===== config.mk =====
export PLATFORM = sky130hd
export DESIGN_NAME = product_accumulator
export DESIGN_NICKNAME = d
export VERILOG_FILES = /design/src/rtl/product_accumulator.sv
export SDC_FILE = /design/constraint.sdc
export NUM_CORES = 1
export LEC_CHECK = 0
export ABC_AREA = 1
export CORE_MARGIN = 8
export CORE_UTILIZATION = 45
export DETAILED_ROUTE_END_ITERATION = 10
export PLACE_DENSITY = 0.77
export SLEW_MARGIN = 5
export SYNTH_ARGS = -nofsm -noshare
export SYNTH_HDL_FRONTEND = slang
export SYNTH_SLANG_ARGS = --single-unit

===== constraint.sdc =====
create_clock -name clk -period 4.3 [get_ports clk]
set_input_delay 1.075 -clock clk [delete_from_list [all_inputs] [get_ports clk]]
set_output_delay 1.075 -clock clk [all_outputs]
set_load 0.02 [all_outputs]

===== src/rtl/product_accumulator.sv =====
// Sums N_TERMS unsigned 16-bit products from a sequential multiplier into a
// saturating ACC_W-bit result, held until the downstream handshake completes.
module product_accumulator #(
  parameter int N_TERMS = 4,
  parameter int ACC_W   = 24
) (
  input  logic             clk,
  input  logic             reset,
  input  logic             clear,
  input  logic             in_valid,
  input  logic [15:0]      in_prod,
  output logic             in_ready,
  output logic             out_valid,
  input  logic             out_ready,
  output logic [ACC_W-1:0] out_sum,
  output logic             out_ovf,
  output logic [7:0]       drop_cnt
);

  localparam logic [7:0] N_LAST = 8'(N_TERMS);

  typedef enum logic [1:0] {
    IDLE = 2'd0,
    ACC  = 2'd1,
    HOLD = 2'd2
  } state_t;

  state_t state_reg, state_next;

  logic [ACC_W-1:0] acc_reg;
  logic [7:0]       cnt_reg;
  logic             grp_ovf_reg;
  logic [ACC_W-1:0] out_sum_reg;
  logic             out_valid_reg;
  logic             out_ovf_reg;
  logic [7:0]       drop_cnt_reg;

  logic             accept;
  logic             drop;
  logic             release_res;
  logic [ACC_W-1:0] acc_base;
  logic [ACC_W:0]   prod_ext;
  logic [ACC_W:0]   sum_wide;
  logic [ACC_W-1:0] sum_sat;
  logic             grp_ovf_next;
  logic [7:0]       cnt_inc;
  logic             last_term;

  assign in_ready    = (state_reg != HOLD);
  assign accept      = in_valid && in_ready && !clear;
  assign drop        = in_valid && !in_ready && !clear;
  assign release_res = out_valid_reg && out_ready;

  // A group's first product loads rather than adds, so IDLE uses a zero base.
  assign acc_base     = (state_reg == IDLE) ? '0 : acc_reg;
  assign prod_ext     = {{(ACC_W-15){1'b0}}, in_prod};
  assign sum_wide     = {1'b0, acc_base} + prod_ext;
  assign sum_sat      = sum_wide[ACC_W] ? '1 : sum_wide[ACC_W-1:0];
  assign grp_ovf_next = sum_wide[ACC_W] || ((state_reg != IDLE) && grp_ovf_reg);
  assign cnt_inc      = (state_reg == IDLE) ? 8'd1 : cnt_reg + 8'd1;
  assign last_term    = (cnt_inc == N_LAST);

  always_ff @(posedge clk or posedge reset) begin
    if (reset) begin
      state_reg <= IDLE;
    end else begin
      state_reg <= state_next;
    end
  end

  always_comb begin
    state_next = state_reg;
    if (clear) begin
      state_next = IDLE;
    end else begin
      case (state_reg)
        IDLE:    if (accept) state_next = last_term ? HOLD : ACC;
        ACC:     if (accept && last_term) state_next = HOLD;
        HOLD:    if (release_res) state_next = IDLE;
        default: state_next = IDLE;
      endcase
    end
  end

  always_ff @(posedge clk or posedge reset) begin
    if (reset) begin
      acc_reg       <= '0;
      cnt_reg       <= '0;
      grp_ovf_reg   <= 1'b0;
      out_sum_reg   <= '0;
      out_valid_reg <= 1'b0;
      out_ovf_reg   <= 1'b0;
      drop_cnt_reg  <= '0;
    end else if (clear) begin
      // out_sum deliberately keeps the last delivered result.
      acc_reg       <= '0;
      cnt_reg       <= '0;
      grp_ovf_reg   <= 1'b0;
      out_valid_reg <= 1'b0;
      out_ovf_reg   <= 1'b0;
      drop_cnt_reg  <= '0;
    end else begin
      if (accept) begin
        acc_reg     <= sum_sat;
        cnt_reg     <= cnt_inc;
        grp_ovf_reg <= grp_ovf_next;
        if (last_term) begin
          out_sum_reg   <= sum_sat;
          out_ovf_reg   <= grp_ovf_next;
          out_valid_reg <= 1'b1;
        end
      end else if (release_res) begin
        acc_reg       <= '0;
        cnt_reg       <= '0;
        grp_ovf_reg   <= 1'b0;
        out_valid_reg <= 1'b0;
        out_ovf_reg   <= 1'b0;
      end
      if (drop && (drop_cnt_reg != 8'hFF)) begin
        drop_cnt_reg <= drop_cnt_reg + 8'd1;
      end
    end
  end

  assign out_sum   = out_sum_reg;
  assign out_valid = out_valid_reg;
  assign out_ovf   = out_ovf_reg;
  assign drop_cnt  = drop_cnt_reg;

endmodule


==> metrics.txt <==
required time at the endpoint of the critical path 4.54 ns; number of unique standard cell types used by synthesis 34; Max Freq 293.6 MHz; commonest non-fill, non-tap cell in the layout nand2_1; via/cell ratio 5.009; Min-Delay Path Depth 2; via count of the first global-routing pass 4423; number of failing hold endpoints at the final stage 0; net count of the finished layout 794; utilization after layout 54.00%; core outline area 10140 um^2; pin count of the biggest net entering global routing 36; Inserted Diodes 0; floorplan die width 117.2 um; number of antenna violations at the first check in global routing 0; slowest stage cell on the critical path nor2_2; Max transition margin 49.16%; transition time at the pin with the least slew margin 0.7615 ns; Site Rows 37; combined area of all synthesized cells 4612 um^2; top library cells by usage in the layout, fill and taps aside nand2_1, inv_1, nor2_1; die footprint 13740 um^2; Iter 0 DRT Violations 367; Post-CTS Setup Bufs 0; per-cell routed wire length 13.59 um; final critical-path required period 3.406 ns; first-pass GRT wire length 20.63 mm; maximum root-to-sink buffer count 2; half-perimeter wire length of the detailed placement result 9.120 mm; hold path start out_sum[11]; list of cells traversed by the critical path nor2_2 -> buf_4 -> nor2_1 -> ha_1 -> a21oi_1 -> nor2_1 -> nor2_1 -> nand2_1 -> nand2_1 -> nand2_1 -> nand3b_2 -> inv_1 -> o21ai_0 -> nand2_1; count of maximum capacitance violations 0; overall overflow remaining after global route 0; max incr delay on CP 0.52 ns; Clock Sink Count 69; Multi-input gate area 2402 um^2; classification of the worst setup path reg2reg; maximum net fanout on the critical path 22; Area contributors post-synth dfrtp_1, nand2_1, inv_1; detailed-routing iteration count for the pre-antenna-repair pass 5; Tightest Hold Check Type reg2reg; level count of the clock H-tree 3; share of cells above drive strength 1 4.749%; worst flop-to-flop path endpoint out_sum[0]; Routed WL 12.15 mm; sequential cell area 1727 um^2; count of hold-fix buffers inserted at cts 0; number of antenna-violating nets in the routed design 0; post-synthesis sequential area ratio 37.44%; number of primary I/O pins 56; most prevalent standard cell on the critical path nand2_1; RSZ-0062 raised after global routing false; launch point of the worst path state_reg[1]; total vias in the final route 4478; count of pins over their slew limit 0; clock latency on the worst-skew pair 0.36 ns; post-synthesis sequential element count 69; fraction of synthesis flops using an asynchronous set or reset pin 100.0%; endpoint class of the critical path flip-flop; IR drop worst, VDD 0.1671 mV; global routing usage summed across all routing layers 19.01%; number of buffers created by CTS 9; syn avg cell area 6.607 um^2; Mapped Nets 738; power density normalized to cell area 273.8 nW/um^2; worst reg2reg setup slack 0.89 ns; Static Leakage 2.865 nW; CTS Root Cell clkbuf_8; cell count after synthesis 698; Critical Path End out_sum[0]; count of flip-flops with a built-in enable after synthesis 0; die extent in y 117.2 um; routability congestion estimate from global placement 0.9639; critical path startpoint category flip-flop; number of instances resized during post-cts repair 0; status completed; number of filler cells placed in the layout 1000; drt drc 0; cell family with the largest share of critical-path delay simple AND/OR/NAND/NOR gates; dominant register cell in the synthesized netlist dfrtp_1; input/output buffers 55; tightest hold margin 0.4805 ns; r2r worst-path depth 14; instance count on the critical path 14; post-synth top area share 37.44%; Starting Density 45.49%; Final Setup Violations 0; number of buffer and inverter stages on the critical path 2; final clock skew 0.01269 ns; setup TNS after final layout 0 ns; fin crit share 79.22%; Synth area leader dfrtp_1; layout overhead on the synthesized area 18.72%; TritonCTS clock tree yes; yosys warns 0; critical path data arrival time 3.65 ns; start of the worst register-to-register path state_reg[1]; clock edge transition at the registers on the reported setup and hold paths 0.08 ns
-- through the flow --
step,power (mW),setup WS (ns),std cells,area (um^2)
floorplan,0.8861,1.304,698,4612
global placement,0.9667,0.6155,879,5288
detailed placement,0.9719,0.5438,879,5288
CTS,1.512,0.8982,894,5475
global route,1.575,0.5276,894,5475
finish,1.499,0.8938,894,5475
-- cells by family (layout without fill, tap and decap cells) --
family / after synthesis / count (layout) / share of synthesized area (%)
and+or+nand+nor: 424 / 424 / 37.90
AOI/OAI and AO/OA: 59 / 59 / 6.972
xor gates and xnor gates: 10 / 10 / 1.899
DFF: 69 / 69 / 37.44
buffers and inverters: 117 / 177 / 10.47
adders and majority gates: 19 / 19 / 5.318
-- worst min path at each step --
stage                   to  slack [ns]
3_3_place_gp    out_sum[3]        0.46
6_report       out_sum[11]        0.48
2_1_floorplan  acc_reg[11]        0.45
4_1_cts         out_sum[9]        0.49
5_1_grt        out_sum[11]        0.51
3_5_place_dp    out_sum[5]        0.46
-- worst min-delay path, delay by kind of cell (launching register included) --
kind          cells  cell delay (ns)
flops             1             0.34
simple gates      2             0.10
-- per-layer routing --
metal	vias up	track usage [%]	routed length, um
li1	2281	-	-
met1	2055	24.19	5462
met2	129	31.68	5806
met3	13	2.925	690
met4	0	7.423	192
met5	-	0	0
-- cell usage after synthesis, types with 4 or more instances --
cell,instances
nor2_1,72
clkbuf_1,5
buf_2,4
inv_1,98
nand3_1,51
xor2_1,8
o22ai_1,5
a21oi_1,16
nand2_1,272
dfrtp_1,69
o21ai_0,30
nand4_1,10
nor3_1,6
ha_1,18
-- area by class of cell --
cell class	instances	area share, %
Clock inverter	6	1.165
Clock buffer	9	2.262
Sequential cell	69	31.54
Inverter	102	7.084
Timing Repair Buffer	60	10.97
Tap cell	136	3.108
Multi-Input combinational cell	512	43.88
-- where the power goes --
| group | switching (mW) | internal [mW] | leakage [nW] | total, mW |
|---|---|---|---|---|
| logic | 0.186 | 0.0969 | 1.82 | 0.283 |
| registers | 0.0102 | 0.667 | 0.950 | 0.678 |
| clock network | 0.274 | 0.265 | 0.0915 | 0.539 |
(Power assumes the default switching activity.)
